File: config.mk
export PLATFORM = sky130hd
export DESIGN_NAME = afc_sar_band_search_flat
export DESIGN_NICKNAME = d
export VERILOG_FILES = /design/src/rtl/afc_sar_band_search_pkg.sv /design/src/rtl/afc_sar_band_search_if.sv /design/src/rtl/afc_sar_band_search_settle_timer.sv /design/src/rtl/afc_sar_band_search.sv /design/src/flat_wrapper.sv
export SDC_FILE = /design/constraint.sdc
export NUM_CORES = 1
export LEC_CHECK = 0
export CAP_MARGIN = 30
export CORE_MARGIN = 1.5
export CORE_UTILIZATION = 32
export CTS_CLUSTER_DIAMETER = 150
export CTS_CLUSTER_SIZE = 14
export DETAILED_ROUTE_END_ITERATION = 16
export GPL_ROUTABILITY_DRIVEN = 0
export HOLD_SLACK_MARGIN = 0.08
export PLACE_DENSITY_LB_ADDON = 0.05
export SYNTH_ARGS = -nofsm -noshare
export SYNTH_HDL_FRONTEND = slang
export SYNTH_SLANG_ARGS = --single-unit
File: constraint.sdc
create_clock -name clk -period 4.9 [get_ports clk]
set_input_delay 0.735 -clock clk [delete_from_list [all_inputs] [get_ports clk]]
set_output_delay 0.735 -clock clk [all_outputs]
set_load 0.01 [all_outputs]
File: src/rtl/afc_sar_band_search_pkg.sv
// Shared comparator codes, FSM state type and helpers for the AFC band search.
package afc_pkg;

  localparam logic [2:0] COMP_FAST   = 3'b100;
  localparam logic [2:0] COMP_SLOW   = 3'b010;
  localparam logic [2:0] COMP_FREEZE = 3'b001;

  typedef enum logic [2:0] {
    IDLE,
    SETTLE,
    REQ,
    WAIT,
    DECIDE,
    REFINE,
    DONE
  } afc_state_t;

  function automatic logic is_onehot3(input logic [2:0] v);
    return (v == COMP_FAST) || (v == COMP_SLOW) || (v == COMP_FREEZE);
  endfunction

endpackage

File: src/rtl/afc_sar_band_search_if.sv
// Comparator handshake and VCO band-control bundle for the AFC band search.
interface afc_sar_band_search_if #(
  parameter int unsigned BAND_W = 5
) ();

  logic              start;
  logic              meas_req;
  logic              meas_done;
  logic [2:0]        comp_in;
  logic [BAND_W-1:0] band_out;
  logic              band_chg;
  logic              busy;
  logic              locked;
  logic              err;

  modport master (
    input  start, meas_done, comp_in,
    output meas_req, band_out, band_chg, busy, locked, err
  );

  modport slave (
    output start, meas_done, comp_in,
    input  meas_req, band_out, band_chg, busy, locked, err
  );

endinterface

File: src/rtl/afc_sar_band_search_settle_timer.sv
// Loadable down-counter that holds off the measurement request while the VCO settles.
module afc_settle_timer #(
  parameter int unsigned SETTLE_CYC = 4
) (
  input  logic clk,
  input  logic rst,
  input  logic load_i,
  input  logic en_i,
  output logic expired_o
);

  localparam int unsigned CW = $clog2(SETTLE_CYC + 1);

  logic [CW-1:0] cnt_q, cnt_d;

  // Loaded one below the cycle count so expiry lands on the last settle cycle.
  always_comb begin
    cnt_d = cnt_q;
    if (load_i) begin
      cnt_d = CW'(SETTLE_CYC - 1);
    end else if (en_i && (cnt_q != '0)) begin
      cnt_d = cnt_q - 1'b1;
    end
  end

  always_ff @(posedge clk or posedge rst) begin
    if (rst) begin
      cnt_q <= '0;
    end else begin
      cnt_q <= cnt_d;
    end
  end

  assign expired_o = (cnt_q == '0);

endmodule

File: src/rtl/afc_sar_band_search.sv
// Successive-approximation VCO band search, MSB first, with settle/request/retry sequencing.
// Optional +/-1 refinement after the LSB decision is enabled by defining AFC_REFINE_EN.
module afc_sar_band_search
  import afc_pkg::*;
#(
  parameter int unsigned BAND_W     = 5,
  parameter int unsigned SETTLE_CYC = 4,
  parameter int unsigned RETRY_MAX  = 3,
  parameter int unsigned REFINE_MAX = 2
) (
  input logic                   clk,
  input logic                   rst,
  afc_sar_band_search_if.master bus
);

  localparam int unsigned KW      = (BAND_W > 1) ? $clog2(BAND_W) : 1;
  localparam int unsigned CNT_MAX = (RETRY_MAX > REFINE_MAX) ? RETRY_MAX : REFINE_MAX;
  localparam int unsigned CNT_W   = $clog2(CNT_MAX + 1);
  localparam logic [BAND_W-1:0] MID_CODE = BAND_W'(1) << (BAND_W - 1);
  localparam logic [KW-1:0]     K_MSB    = KW'(BAND_W - 1);

  afc_state_t        state_q, state_d;
  logic [BAND_W-1:0] band_q, band_d;
  logic [KW-1:0]     k_q, k_d;
  logic [CNT_W-1:0]  retry_q, retry_d;
  logic              busy_q, busy_d;
  logic              locked_q, locked_d;
  logic              err_q, err_d;
  logic              band_chg_q;
  logic [2:0]        comp_q;
  logic              tmr_load, tmr_expired;
`ifdef AFC_REFINE_EN
  logic              refine_q, refine_d;
  logic              up_q, up_d, up;
  logic [CNT_W-1:0]  steps_q, steps_d;
`endif

  afc_settle_timer #(.SETTLE_CYC(SETTLE_CYC)) u_settle (
    .clk       (clk),
    .rst       (rst),
    .load_i    (tmr_load),
    .en_i      (state_q == SETTLE),
    .expired_o (tmr_expired)
  );

  always_comb begin
    state_d  = state_q;
    band_d   = band_q;
    k_d      = k_q;
    retry_d  = retry_q;
    busy_d   = busy_q;
    locked_d = locked_q;
    err_d    = err_q;
    tmr_load = 1'b0;
`ifdef AFC_REFINE_EN
    refine_d = refine_q;
    up_d     = up_q;
    steps_d  = steps_q;
    up       = (comp_q == COMP_SLOW);
`endif
    case (state_q)
      // DONE behaves as IDLE so a new start is accepted in the completion cycle.
      IDLE, DONE: begin
        state_d = IDLE;
        if (bus.start) begin
          band_d   = MID_CODE;
          k_d      = K_MSB;
          retry_d  = '0;
          locked_d = 1'b0;
          err_d    = 1'b0;
          busy_d   = 1'b1;
          tmr_load = 1'b1;
          state_d  = SETTLE;
`ifdef AFC_REFINE_EN
          refine_d = 1'b0;
          steps_d  = '0;
`endif
        end
      end
      SETTLE: if (tmr_expired) state_d = REQ;
      REQ:    state_d = WAIT;
      WAIT: begin
        if (bus.meas_done) begin
`ifdef AFC_REFINE_EN
          state_d = refine_q ? REFINE : DECIDE;
`else
          state_d = DECIDE;
`endif
        end
      end
      DECIDE, REFINE: begin
        if (!is_onehot3(comp_q)) begin
          // Invalid codes re-request the same band without re-settling.
          retry_d = retry_q + 1'b1;
          if (retry_d == CNT_W'(RETRY_MAX)) begin
            err_d   = 1'b1;
            busy_d  = 1'b0;
            state_d = DONE;
          end else begin
            state_d = REQ;
          end
        end else begin
          retry_d = '0;
          if (comp_q == COMP_FREEZE) begin
            busy_d   = 1'b0;
            locked_d = 1'b1;
            state_d  = DONE;
          end else if (state_q == DECIDE) begin
            if (comp_q == COMP_FAST) band_d[k_q] = 1'b0;
            if (k_q != '0) begin
              band_d[k_q - 1'b1] = 1'b1;
              k_d      = k_q - 1'b1;
              tmr_load = 1'b1;
              state_d  = SETTLE;
            end else begin
`ifdef AFC_REFINE_EN
              refine_d = 1'b1;
              tmr_load = 1'b1;
              state_d  = SETTLE;
`else
              busy_d   = 1'b0;
              locked_d = 1'b1;
              state_d  = DONE;
`endif
            end
          end
`ifdef AFC_REFINE_EN
          else begin
            // A reversal steps back to the previous code and stops; saturation stops in place.
            if ((steps_q != '0) && (up != up_q)) begin
              band_d   = up ? band_q + 1'b1 : band_q - 1'b1;
              busy_d   = 1'b0;
              locked_d = 1'b1;
              state_d  = DONE;
            end else if (up ? (band_q == '1) : (band_q == '0)) begin
              busy_d   = 1'b0;
              locked_d = 1'b1;
              state_d  = DONE;
            end else begin
              band_d  = up ? band_q + 1'b1 : band_q - 1'b1;
              up_d    = up;
              steps_d = steps_q + 1'b1;
              if (steps_d == CNT_W'(REFINE_MAX)) begin
                busy_d   = 1'b0;
                locked_d = 1'b1;
                state_d  = DONE;
              end else begin
                tmr_load = 1'b1;
                state_d  = SETTLE;
              end
            end
          end
`endif
        end
      end
      default: state_d = IDLE;
    endcase
  end

  always_ff @(posedge clk or posedge rst) begin
    if (rst) begin
      state_q    <= IDLE;
      band_q     <= MID_CODE;
      k_q        <= K_MSB;
      retry_q    <= '0;
      busy_q     <= 1'b0;
      locked_q   <= 1'b0;
      err_q      <= 1'b0;
      band_chg_q <= 1'b0;
`ifdef AFC_REFINE_EN
      refine_q   <= 1'b0;
      up_q       <= 1'b0;
      steps_q    <= '0;
`endif
    end else begin
      state_q    <= state_d;
      band_q     <= band_d;
      k_q        <= k_d;
      retry_q    <= retry_d;
      busy_q     <= busy_d;
      locked_q   <= locked_d;
      err_q      <= err_d;
      band_chg_q <= (band_d != band_q);
`ifdef AFC_REFINE_EN
      refine_q   <= refine_d;
      up_q       <= up_d;
      steps_q    <= steps_d;
`endif
    end
  end

  // Comparator result is captured only while waiting for it.
  always_ff @(posedge clk) begin
    if ((state_q == WAIT) && bus.meas_done) comp_q <= bus.comp_in;
  end

  assign bus.meas_req = (state_q == REQ);
  assign bus.band_out = band_q;
  assign bus.band_chg = band_chg_q;
  assign bus.busy     = busy_q;
  assign bus.locked   = locked_q;
  assign bus.err      = err_q;

endmodule

File: src/flat_wrapper.sv
// flat-port wrapper written by rule: the top's interface ports become plain ports
module afc_sar_band_search_flat import afc_pkg::*;
#(
  parameter int unsigned BAND_W     = 5,
  parameter int unsigned SETTLE_CYC = 4,
  parameter int unsigned RETRY_MAX  = 3,
  parameter int unsigned REFINE_MAX = 2
)
  (clk, rst, bus_start, bus_meas_done, bus_comp_in, bus_meas_req, bus_band_out, bus_band_chg, bus_busy, bus_locked, bus_err);
  afc_sar_band_search_if #(.BAND_W(BAND_W)) bus_i ();
  input logic clk;
  input logic rst;
  input wire logic [$bits(bus_i.start)-1:0] bus_start;
  input wire logic [$bits(bus_i.meas_done)-1:0] bus_meas_done;
  input wire logic [$bits(bus_i.comp_in)-1:0] bus_comp_in;
  output wire logic [$bits(bus_i.meas_req)-1:0] bus_meas_req;
  output wire logic [$bits(bus_i.band_out)-1:0] bus_band_out;
  output wire logic [$bits(bus_i.band_chg)-1:0] bus_band_chg;
  output wire logic [$bits(bus_i.busy)-1:0] bus_busy;
  output wire logic [$bits(bus_i.locked)-1:0] bus_locked;
  output wire logic [$bits(bus_i.err)-1:0] bus_err;
  assign bus_i.start = bus_start;
  assign bus_i.meas_done = bus_meas_done;
  assign bus_i.comp_in = bus_comp_in;
  assign bus_meas_req = bus_i.meas_req;
  assign bus_band_out = bus_i.band_out;
  assign bus_band_chg = bus_i.band_chg;
  assign bus_busy = bus_i.busy;
  assign bus_locked = bus_i.locked;
  assign bus_err = bus_i.err;
  afc_sar_band_search #(.BAND_W(BAND_W), .SETTLE_CYC(SETTLE_CYC), .RETRY_MAX(RETRY_MAX), .REFINE_MAX(REFINE_MAX)) u_core (.clk(clk), .rst(rst), .bus(bus_i));
endmodule
==> results of run 1 <==
[through the flow]
stage | instances | worst slack (ns) | power [uW] | instance area, sq um
global route | 226 | 2.04 | 923 | 1720
detailed placement | 222 | 2.36 | 720 | 1680
CTS | 226 | 2.22 | 846 | 1720
global placement | 222 | 2.39 | 712 | 1680
finish | 226 | 2.19 | 839 | 1720
floorplan | 163 | 2.59 | 613 | 1500
[sequential cells by signal, indices dropped and copies added (netlist names)]
signal	cells
u_core.bus.locked	1
u_core.k_q	3
u_core.bus.busy	1
u_core.bus.err	1
u_core.bus.band_chg	1
u_core.retry_q	2
u_core.comp_q	3
u_core.bus.band_out	5
u_core.state_q	3
u_core.u_settle.cnt_q	3
[per-layer routing]
layer	share of wire, %	up-vias	GRT usage, %	routed length, um
met4	0.51	0	3.14	19
met3	3.3	2	2.25	122
li1	-	623	-	-
met5	0	-	0	0
met2	47	30	26.2	1750
met1	49	647	22.3	1810
[synthesized netlist by cell type (all sizes together) (2+ instances only)]
cell	instances
o21ai	16
dfstp	2
clkbuf	5
o22ai	2
nor3	6
o31ai	2
inv	9
nand2	7
and2	2
nor4b	2
or2	2
ha	5
nand4	2
nand2b	5
a21o	2
o21a	2
nor2b	7
o211ai	2
xnor2	3
a211oi	3
mux2i	3
or3	2
nor3b	2
a21oi	8
dfrtp	18
edfxtp	3
nor4	5
or4b	2
nor2	11
a31oi	3
or3b	2
buf	4
[where the power goes]
group	internal, uW	leakage, uW	switching, uW
Clock	58.0	0.0000228	60.5
Combinational	183	0.000355	187
Sequential	251	0.000281	99.5
Total	493	0.000658	347
[how the worst max path moves through the flow]
stage	start	cells after the start	slack, ns	endpoint
after floorplan	u_core.k_q[0]	8	2.59	u_core.k_q[1]
after global placement	bus_start	5	2.39	u_core.bus.locked
after detailed placement	bus_start	5	2.36	u_core.bus.locked
after CTS	u_core.state_q[1]	3	2.22	bus_meas_req
after global routing	u_core.state_q[1]	3	2.04	bus_meas_req
final	u_core.state_q[1]	3	2.19	bus_meas_req
[logic make-up (layout without fill, tap and decap cells)]
| logic type | after synthesis | after routing | share of synthesized area [%] |
|---|---|---|---|
| buffers and inverters | 18 | 29 | 5.27 |
| muxes | 3 | 3 | 2.01 |
| and+or+nand+nor | 62 | 62 | 25.4 |
| xor gates and xnor gates | 4 | 4 | 2.85 |
| DFF | 23 | 23 | 39.7 |
| AOI/OAI and AO/OA | 47 | 47 | 19.9 |
| adders and majority gates | 6 | 6 | 4.94 |
[worst max-delay path, stage by stage (launching register included)]
cell	delay (ns)
dfrtp_1	0.74
nand2b_1	0.21
nor2_1	0.19
clkdlybuf4s50_1	0.57
[area by class of cell]
type | count | area (sq um)
sequential | 23 | 593
fill | 425 | 2690
timing repair buffer | 16 | 160
multi-input combinational | 122 | 823
tap | 52 | 65.1
clock buffer | 4 | 45.0
inverter | 9 | 33.8
==> results.toml, run 1 <==
[final_layout]
num_antenna_cells = 0
final_core_util_pct = 39.0
area_delta_synth_final_pct = 15.1
most-common-layout-cells = "18 x dfrtp_1, 16 x o21ai_0, 16 x clkdlybuf4s50_1, 11 x nor2_1, 9 x inv_1"
final_common_cell = "dfrtp_1"
nets = 187
drive_above_1_share_pct = 8.05

[pwr]
p_leak_uw = 0.000658
ir_worst_vdd_uv = 253
p_per_area_mw_per_mm2 = 488

[outcome]
outcome = "finished, final reports clean"

[timing]
finClkSkew_ns = 0.00764
tightest_slew_ns = 0.814
rsz0062_at_grt = "no"
min_period_ns = 2.71
fin_setup_tns_ns = 0
period_share_pct = 55.2
slew_headroom_pct = 45.7
max_freq_mhz = 369
slew_violations = 0
setup_viol = 0
hold_viol = 0
holdWs_ns = 0.491

[drt]
wl_per_cell_um = 16.4
num_vias = 1302
via_per_inst = 5.76
ant_nets = 0
drc = 0
routed_wl_um = 3700
drt-pass1-iter-count = 4
drt_iter0_markers = 133

[setup_path]
path_max_fanout = 20
worst_setup_path_end_kind = "output pin"
r2r-start = "u_core.k_q[0]"
cp.arrival_ns = 1.97
reg2reg_depth = 7
worstReg2RegEnd = "u_core.bus.band_chg"
rrSetupSlack_ns = 2.29
crit_required_ns = 4.16
crit_type = "flip-flop to output pin"
startpoint_type = "flip-flop"

[logic_synthesis]
post-synth-top-area-cell = "dfrtp_1"
ys_ff_latch = 23
synth.avg_cell_area_sq_um = 9.17
syn_inst = 163
async_flop_share_pct = 87.0
synth_top_area_share_pct = 30.1
synth_edf_count = 3
ys.warnings.count = 0
yosysSeqAreaShare_pct = 39.7
synthesis.nets = 175
ys.flop_type = "dfrtp_1"
synth_area_leaders = "dfrtp_1 30%, edfxtp_1 6.0%, o21ai_0 5.4%"
netlist_area_sq_mm = 0.00150
synth_cell_types = 50

[worst_hold_path]
hold-path-cell-count = 1
worstHoldPathType = "flip-flop to flip-flop"
min_to = "u_core.bus.busy"
hp-start = "u_core.bus.busy"

[clock_tree]
clockRootBuffer = "clkbuf_8"
post_cts_buffers = 0
cts_hold_buf = 0
h-tree-depth = 1
cts_tree = "built"
clkSinkCount = 23
cts.path.max_buffers = 2
ctsResizeCount = 0
cts_made_buffers = 3
path_clk_slew_ns = 0.09
worstSkewPairLatency_ns = 0.26

[global_route]
grt-ovfl-total = 0
grt_max_degree = 21
grt_pass1_vias = 1305
antenna_found_initial = 0
track_usage_pct = 15.9
grt_pass1_wl_um = 6470

[placed_design]
dp_hpwl_um = 2590
port_buffers = 16

[die]
coreArea_sq_mm = 0.00441
start_util_pct = 33.9
die_area_sq_mm = 0.00509
die-width_um = 71.4
io_pins = 17
die_y_um = 71.4
placementRows = 24

[flow_run]
maxCapViolCount = 0
Power figures use the tool's default switching activity.
==> run 2: changes to the inputs <==
==> constraint.sdc (replaced) <==
create_clock -name clk -period 2.2 [get_ports clk]
set_input_delay 0.33 -clock clk [delete_from_list [all_inputs] [get_ports clk]]
set_output_delay 0.33 -clock clk [all_outputs]
set_load 0.01 [all_outputs]
==> results.toml, run 2 (synthesized netlist as in run 1, its figures left out) <==
[die]
die_y_um = 71.4
io_pins = 17
start_util_pct = 33.9
placementRows = 24
coreArea_sq_mm = 0.00441
die_area_sq_mm = 0.00509
die-width_um = 71.4

[setup_path]
worstReg2RegEnd = "u_core.k_q[1]"
r2r-start = "u_core.k_q[2]"
cp.arrival_ns = 1.75
crit_type = "flip-flop to output pin"
rrSetupSlack_ns = 0.14
reg2reg_depth = 6
startpoint_type = "flip-flop"
path_max_fanout = 10
worst_setup_path_end_kind = "output pin"
crit_required_ns = 1.87
startpoint = "u_core.state_q[2]"

[final_layout]
drive_above_1_share_pct = 17.3
fillCellCount = 433
design_area_sq_mm = 0.00186
nets = 204
layoutNonFillerInstCount = 243
area_delta_synth_final_pct = 24.3
most-common-layout-cells = "17 x buf_4, 17 x dfrtp_1, 16 x o21ai_0, 16 x clkdlybuf4s50_1, 11 x nor2_1"
largest_reg_flops = 5
num_antenna_cells = 0

[global_route]
grtUsageMet3_pct = 2.53
track_usage_pct = 16.3
use_met1_pct = 21.8
grt_max_degree = 15
grt_use_met2_pct = 25.5
grt_pass1_vias = 1415
grt.busiest_layer = "met2"
antenna_found_initial = 0
grt-ovfl-total = 0
grt_pass1_wl_um = 6570

[drt]
wl_per_cell_um = 15.7
via_per_inst = 5.57
drc = 0
drt_iter0_markers = 40
drt-pass1-iter-count = 4
routed_wl_um = 3820
num_vias = 1353
ant_nets = 0

[clock_tree]
cts_hold_buf = 0
cts_tree = "built"
worstSkewPairLatency_ns = 0.27
clockRootBuffer = "clkbuf_8"
clkSinkCount = 23
path_clk_slew_ns = 0.09
cts.path.max_buffers = 2
h-tree-depth = 1
cts_made_buffers = 3

[pwr]
p_leak_uw = 0.000742
ir_worst_vdd_uv = 468
p_per_area_mw_per_mm2 = 1080

[timing]
slew_violations = 0
hold_viol = 0
rsz0062_at_grt = "no"
max_freq_mhz = 482
period_share_pct = 94.3
fin_setup_tns_ns = 0
setup_viol = 0
min_period_ns = 2.08
finClkSkew_ns = 0.00799
tightest_slew_ns = 0.495
slew_headroom_pct = 66.6

[placed_design]
dpl_cell_area_sq_mm = 0.00179
port_buffers = 16
dp_hpwl_um = 2850
place_inst = 237

[outcome]
outcome = "finished, final reports clean"

[flow_run]
maxCapViolCount = 0

[worst_hold_path]
worstHoldPathType = "input pin to asynchronous set/reset pin"
## run 2: cell count changes in the layout (fill, tap and decap cells not counted), sizes merged
| cell | change |
|---|---|
| buf | +17 |
## run 2: per-stage QoR
stage               utilization, %  total power [uW]  worst slack [ns]  hold WS [ns]
finish                        42.1              2010             0.125         0.355
global route                  42.1              2180            0.0437         0.411
CTS                           41.5              2000            0.0747         0.391
detailed placement            40.5              1720            0.0940         0.471
global placement              40.5              1710             0.146         0.470
floorplan                        -              1370            0.0156         0.292
## run 2: worst max path at each step
stage,end,slack [ns],depth (start not counted)
global placement,u_core.k_q[1],0.15,6
detailed placement,u_core.k_q[1],0.09,6
CTS,u_core.k_q[1],0.07,6
global route,bus_meas_req,0.04,3
finish,bus_meas_req,0.12,3
floorplan,u_core.k_q[1],0.02,8
## run 2: routing by layer
| metal | up-vias | share of wire, % |
|---|---|---|
| li1 | 654 | - |
| met1 | 653 | 49 |
| met2 | 34 | 46 |
| met3 | 12 | 2.7 |
| met4 | 0 | 2.5 |
| met5 | - | 0 |
## run 2: final cells by class
| class | count | area (sq um) | share of cell area [%] |
|---|---|---|---|
| multi-input cells | 122 | 832 | 44.8 |
| inverters | 9 | 33.8 | 1.82 |
| flip-flops and latches | 23 | 594 | 32.0 |
| clock buffers | 4 | 45.0 | 2.42 |
| repair buffers | 33 | 288 | 15.5 |
| well taps | 52 | 65.1 | 3.50 |
## run 2: critical path: stages, from the launching register on
cell	delay, ns
dfrtp_1	0.49
nand2b_1	0.25
nor2_1	0.17
clkdlybuf4s50_1	0.56
## run 2: timing repair
action | CTS | global route
buffers inserted | 0 | 2
resized for setup | 0 | 3
hold endpoints to repair | 0 | 0
setup endpoints to repair | 0 | 4
## run 2: where the power goes
group,internal [uW],switching [uW]
clock,129,143
combinational,510,522
sequential,563,144
total,1200,808
